File: config.mk
export PLATFORM = sky130hd
export DESIGN_NAME = sram_port0_arbiter
export DESIGN_NICKNAME = d
export VERILOG_FILES = /design/src/rtl/sram_port0_arbiter.sv
export SDC_FILE = /design/constraint.sdc
export NUM_CORES = 1
export LEC_CHECK = 0
export ABC_AREA = 1
export CAP_MARGIN = 10
export CORE_ASPECT_RATIO = 1.2
export CORE_MARGIN = 10
export CORE_UTILIZATION = 30
export CTS_CLUSTER_DIAMETER = 200
export DETAILED_ROUTE_END_ITERATION = 10
export PLACE_DENSITY = 0.73
export SETUP_SLACK_MARGIN = 0.2
export SKIP_CTS_REPAIR_TIMING = 1
export SYNTH_ARGS = -nofsm -noshare
export SYNTH_HDL_FRONTEND = slang
export SYNTH_SLANG_ARGS = --single-unit
File: constraint.sdc
create_clock -name clk -period 1.68 [get_ports clk]
set_input_delay 0.168 -clock clk [delete_from_list [all_inputs] [get_ports clk]]
set_output_delay 0.168 -clock clk [all_outputs]
set_load 0.02 [all_outputs]
File: src/rtl/sram_port0_arbiter.sv
// Round-robin arbiter sharing the read/write port 0 of the 1rw1r SRAM macro
// between requesters A and B, with registered macro pins and read-response routing.
module sram_port0_arbiter #(
   parameter int NUM_WMASKS = 4,
   parameter int DATA_WIDTH = 32,
   parameter int ADDR_WIDTH = 8,
   parameter int RD_LATENCY = 1
) (
   input  logic                  clk,
   input  logic                  rst,
   input  logic                  a_req_valid,
   output logic                  a_req_ready,
   input  logic                  a_req_we,
   input  logic [NUM_WMASKS-1:0] a_req_wmask,
   input  logic [ADDR_WIDTH-1:0] a_req_addr,
   input  logic [DATA_WIDTH-1:0] a_req_wdata,
   output logic                  a_rsp_valid,
   output logic [DATA_WIDTH-1:0] a_rsp_data,
   input  logic                  b_req_valid,
   output logic                  b_req_ready,
   input  logic                  b_req_we,
   input  logic [NUM_WMASKS-1:0] b_req_wmask,
   input  logic [ADDR_WIDTH-1:0] b_req_addr,
   input  logic [DATA_WIDTH-1:0] b_req_wdata,
   output logic                  b_rsp_valid,
   output logic [DATA_WIDTH-1:0] b_rsp_data,
   output logic                  sram_csb0,
   output logic                  sram_web0,
   output logic [NUM_WMASKS-1:0] sram_wmask0,
   output logic [ADDR_WIDTH-1:0] sram_addr0,
   output logic [DATA_WIDTH-1:0] sram_din0,
   input  logic [DATA_WIDTH-1:0] sram_dout0
);

   localparam int TAGS = RD_LATENCY + 1;

   logic                  r_ptr_b;
   logic [TAGS-1:0]       r_tag_vld;
   logic [TAGS-1:0]       r_tag_b;

   logic                  w_grant_a;
   logic                  w_grant_b;
   logic                  w_grant;
   logic                  w_we;
   logic [NUM_WMASKS-1:0] w_wmask;
   logic [ADDR_WIDTH-1:0] w_addr;
   logic [DATA_WIDTH-1:0] w_wdata;
   logic                  w_rsp_hit;

   always_comb begin
      w_grant_a = a_req_valid & (~b_req_valid | ~r_ptr_b);
      w_grant_b = b_req_valid & (~a_req_valid | r_ptr_b);
      w_grant   = w_grant_a | w_grant_b;
      w_we      = w_grant_b ? b_req_we    : a_req_we;
      w_wmask   = w_grant_b ? b_req_wmask : a_req_wmask;
      w_addr    = w_grant_b ? b_req_addr  : a_req_addr;
      w_wdata   = w_grant_b ? b_req_wdata : a_req_wdata;
   end

   assign a_req_ready = w_grant_a;
   assign b_req_ready = w_grant_b;

   always_ff @(posedge clk) begin
      if (rst) begin
         r_ptr_b     <= 1'b0;
         r_tag_vld   <= '0;
         r_tag_b     <= '0;
         sram_csb0   <= 1'b1;
         sram_web0   <= 1'b1;
         sram_wmask0 <= '0;
         sram_addr0  <= '0;
         sram_din0   <= '0;
      end else begin
         // Priority goes to whoever lost; it only moves on a grant.
         if (w_grant) begin
            r_ptr_b <= w_grant_a;
         end
         sram_csb0 <= ~w_grant;
         sram_web0 <= w_grant ? ~w_we : 1'b1;
         if (w_grant) begin
            sram_addr0 <= w_addr;
            if (w_we) begin
               sram_din0   <= w_wdata;
               sram_wmask0 <= w_wmask;
            end else begin
               sram_wmask0 <= '0;
            end
         end
         // Slot k holds the read whose pins are on the macro k cycles ago.
         r_tag_vld <= {r_tag_vld[TAGS-2:0], w_grant & ~w_we};
         r_tag_b   <= {r_tag_b[TAGS-2:0], w_grant_b};
      end
   end

   assign w_rsp_hit   = r_tag_vld[RD_LATENCY];
   assign a_rsp_valid = w_rsp_hit & ~r_tag_b[RD_LATENCY];
   assign b_rsp_valid = w_rsp_hit &  r_tag_b[RD_LATENCY];
   assign a_rsp_data  = a_rsp_valid ? sram_dout0 : '0;
   assign b_rsp_data  = b_rsp_valid ? sram_dout0 : '0;

endmodule

==> results of run 1 <==
-- worst min-delay path: stages --
cell	delay [ns]
dlymetal6s2s_1	0.17
o21ai_0	0.11
inv_1	0.05
-- cell families (layout without fill, tap and decap cells) --
family | count (synthesis) | count (layout) | share of synthesized area
simple gates | 353 | 353 | 0.474
flops | 51 | 51 | 0.352
compound gates | 10 | 10 | 0.0241
buf+inv | 105 | 346 | 0.150
-- routing by layer --
metal | vias up | GRT usage
met5 | - | 0
li1 | 1956 | -
met3 | 8 | 0.0704
met2 | 156 | 0.309
met1 | 1663 | 0.155
met4 | 0 | 0.0330
-- power by group through the flow --
stage | sequential (mW) | combinational (mW) | clock (mW)
after floorplan | 1.54 | 0.458 | 0
after global placement | 1.40 | 1.28 | 0
after detailed placement | 1.41 | 1.30 | 0
after CTS | 1.38 | 1.31 | 1.11
after global routing | 1.39 | 1.42 | 1.14
final | 1.38 | 1.30 | 1.07
-- cell type report --
type	instances	area, um2	area share
multi-input cells	363	1460	0.255
flip-flops and latches	51	1020	0.179
clock buffers	7	153	0.0267
repair buffers	257	2600	0.456
well taps	123	154	0.0269
inverters	80	307	0.0537
repair inverters	1	7.51	0.00131
clock inverters	1	7.51	0.00131
-- flip-flops by register name, indices dropped and copies added, names as in the netlist --
register	count
sram_wmask0	4
r_ptr_b	1
sram_din0	32
sram_web0	1
sram_addr0	8
sram_csb0	1
r_tag_vld	2
r_tag_b	2
-- placed cells by master, fill, tap and decap left out, drive strengths merged, types with 8 or more instances in the layout --
cell type and count:
nand2 207, o211ai 8, clkdlybuf4s50 169, nor2 135, dfxtp 51, inv 79
dlymetal6s2s 35, clkbuf 11, or2 8, buf 49
-- worst max-delay path by stage --
stage          slack, ns                    endpoint
4_1_cts            -0.27              a_rsp_data[23]
3_5_place_dp       -0.06  sram_addr0[6]$_SDFFE_PP0P_
5_1_grt             0.02               a_rsp_data[9]
2_1_floorplan       0.19              a_rsp_data[10]
3_3_place_gp       -0.02                 a_req_ready
6_report            0.15               a_rsp_data[9]
==> metrics.csv, run 1 <==
metric,value,unit
yosysMostFrequentCell,nand2_1,
ant_nets,0,
hold_class,in2reg,
cts_tree,yes,
routed_wirelength,13000,um
crit_slowest_cell,dfxtp_1,
initial_utilization,0.307,
maxSlewViolCount,0,
fin_hold_ws,0.243,ns
met3RoutedLength,1160,um
rr_worst_depth,9,
syn_nets,645,
routed_via_density,4.28,
wl_met1,5140,um
min_to,r_ptr_b$_SDFFE_PP0P_,
critPathMaxStageDelay,0.33,ns
placementRows,39,
grt_pass1_wl,18300,um
cellLeakagePower,3.47,nW
cts_root_buffer,clkbuf_16,
antenna_found_initial,0,
drtIter0Drc,136,
p_clk_frac,0.285,
cap_viol_max_count,0,
yosys-top-cells-count,"204 x nand2_1, 135 x nor2_1, 77 x inv_1, 51 x dfxtp_1",
worstSetupStartpointType,register,
met2_wirelength,6580,um
areaGrowthSynthToFinish,96.7,%
fin_skew,0.00677,ns
synth_seq_area_share,0.352,
swShare,0.300,
finalWorstSetupSlack,0.149,ns
place.gp.congestion,0.847,
worst_slew_pin_slew,0.353,ns
synth-edff-count,0,
synth_seq_cells,51,
yosysWarnings,0,
synthCells,519,
avgSynthCellArea,5.60,um2
outcome,finished clean,
rsz0062_at_grt,yes,
dp.cells,873,
nets,885,
crit_chain,"inv_1, nor2_1, inv_1, buf_12, nor2_1, dlymetal6s2s_1",
cp.depth,6,
final-instance-count-excl-fill,883,
setup_viol,0,
crit_buf_inv,4,
cts_buffers,5,
timing.reg2reg.setup_slack,0.36,ns
wl_per_cell,14.7,um
grtUsageTotal,0.162,
die_y,128,um
seqPwrFrac,0.368,
clk_pin_slew,0.07,ns
htreeDepth,2,
worst_r2r_endpoint,sram_wmask0[2]$_SDFFE_PP0P_,
setup_tns,0,ns
grt_start_max_net_pins,34,
die_x,110,um
p_comb_frac,0.347,
placed_area,5500,um2
ios,240,
synth_top_area_share,0.352,
internal_power,2.62,mW
dp_slack,-0.0579,ns
drt_first_pass_iters,4,
yosys.cell_types.count,18,
hold_depth,3,
dr_total_vias,3783,
synth_ff_type,dfxtp_1,
finalCritPeriodShare,0.911,
cp.arrival,1.36,ns
synth_area_leaders,"dfxtp_1 35%, nand2_1 26%, nor2_1 17%, inv_1 10%, o211ai_1 2.1%",
utilization,0.603,
cts_max_path_buffers,2,
finalInstanceArea,5710,um2
path_class,reg2out,
worstHoldStart,a_req_valid,
end_kind,output pin,
fp.dieArea,14000,um2
ir_drop,0.000349,V
syn-cell-area,2900,um2
fillCellCount,906,
n_antenna_cell,0,
netlist.top_cell.by_area,dfxtp_1,
grt-ovfl-total,0,
top_layer_used,met4,
startpoint,r_tag_vld[1]$_SDFF_PP0_,
layout-drive-gt1-share,0.0961,
grt_pass1_vias,3530,
fin_crit,1.53,ns
fmax,653,MHz
cpLargestDelayFamily,buffers and inverters,
p_sw,1.12,mW
drcViolationCount,0,
portBuffers,239,
hold_viol_final,0,
p_total,3.75,mW
relSlewSlack,0.765,
hpwl,10900,um
coreArea,9470,um2
cts_sinks,51,
crit_required,1.51,ns
insertion_delay,0.28,ns
async_flop_share,0,
p_per_area,656,nW/um2
r2r-start,r_ptr_b$_SDFFE_PP0P_,
critPathMaxFanout,32,
(Power assumes the default switching activity.)
==> run 2, diff against run 1 <==
--- a/config.mk
+++ b/config.mk
@@ -12,9 +12,11 @@
 export CORE_UTILIZATION = 30
 export CTS_CLUSTER_DIAMETER = 200
 export DETAILED_ROUTE_END_ITERATION = 10
+export GPL_TIMING_DRIVEN = 1
 export PLACE_DENSITY = 0.73
 export SETUP_SLACK_MARGIN = 0.2
 export SKIP_CTS_REPAIR_TIMING = 1
+export SLEW_MARGIN = 10
 export SYNTH_ARGS = -nofsm -noshare
 export SYNTH_HDL_FRONTEND = slang
 export SYNTH_SLANG_ARGS = --single-unit
==> results of run 2 <==
No change in the layout: final DEF, timing and power equal those of run 1.
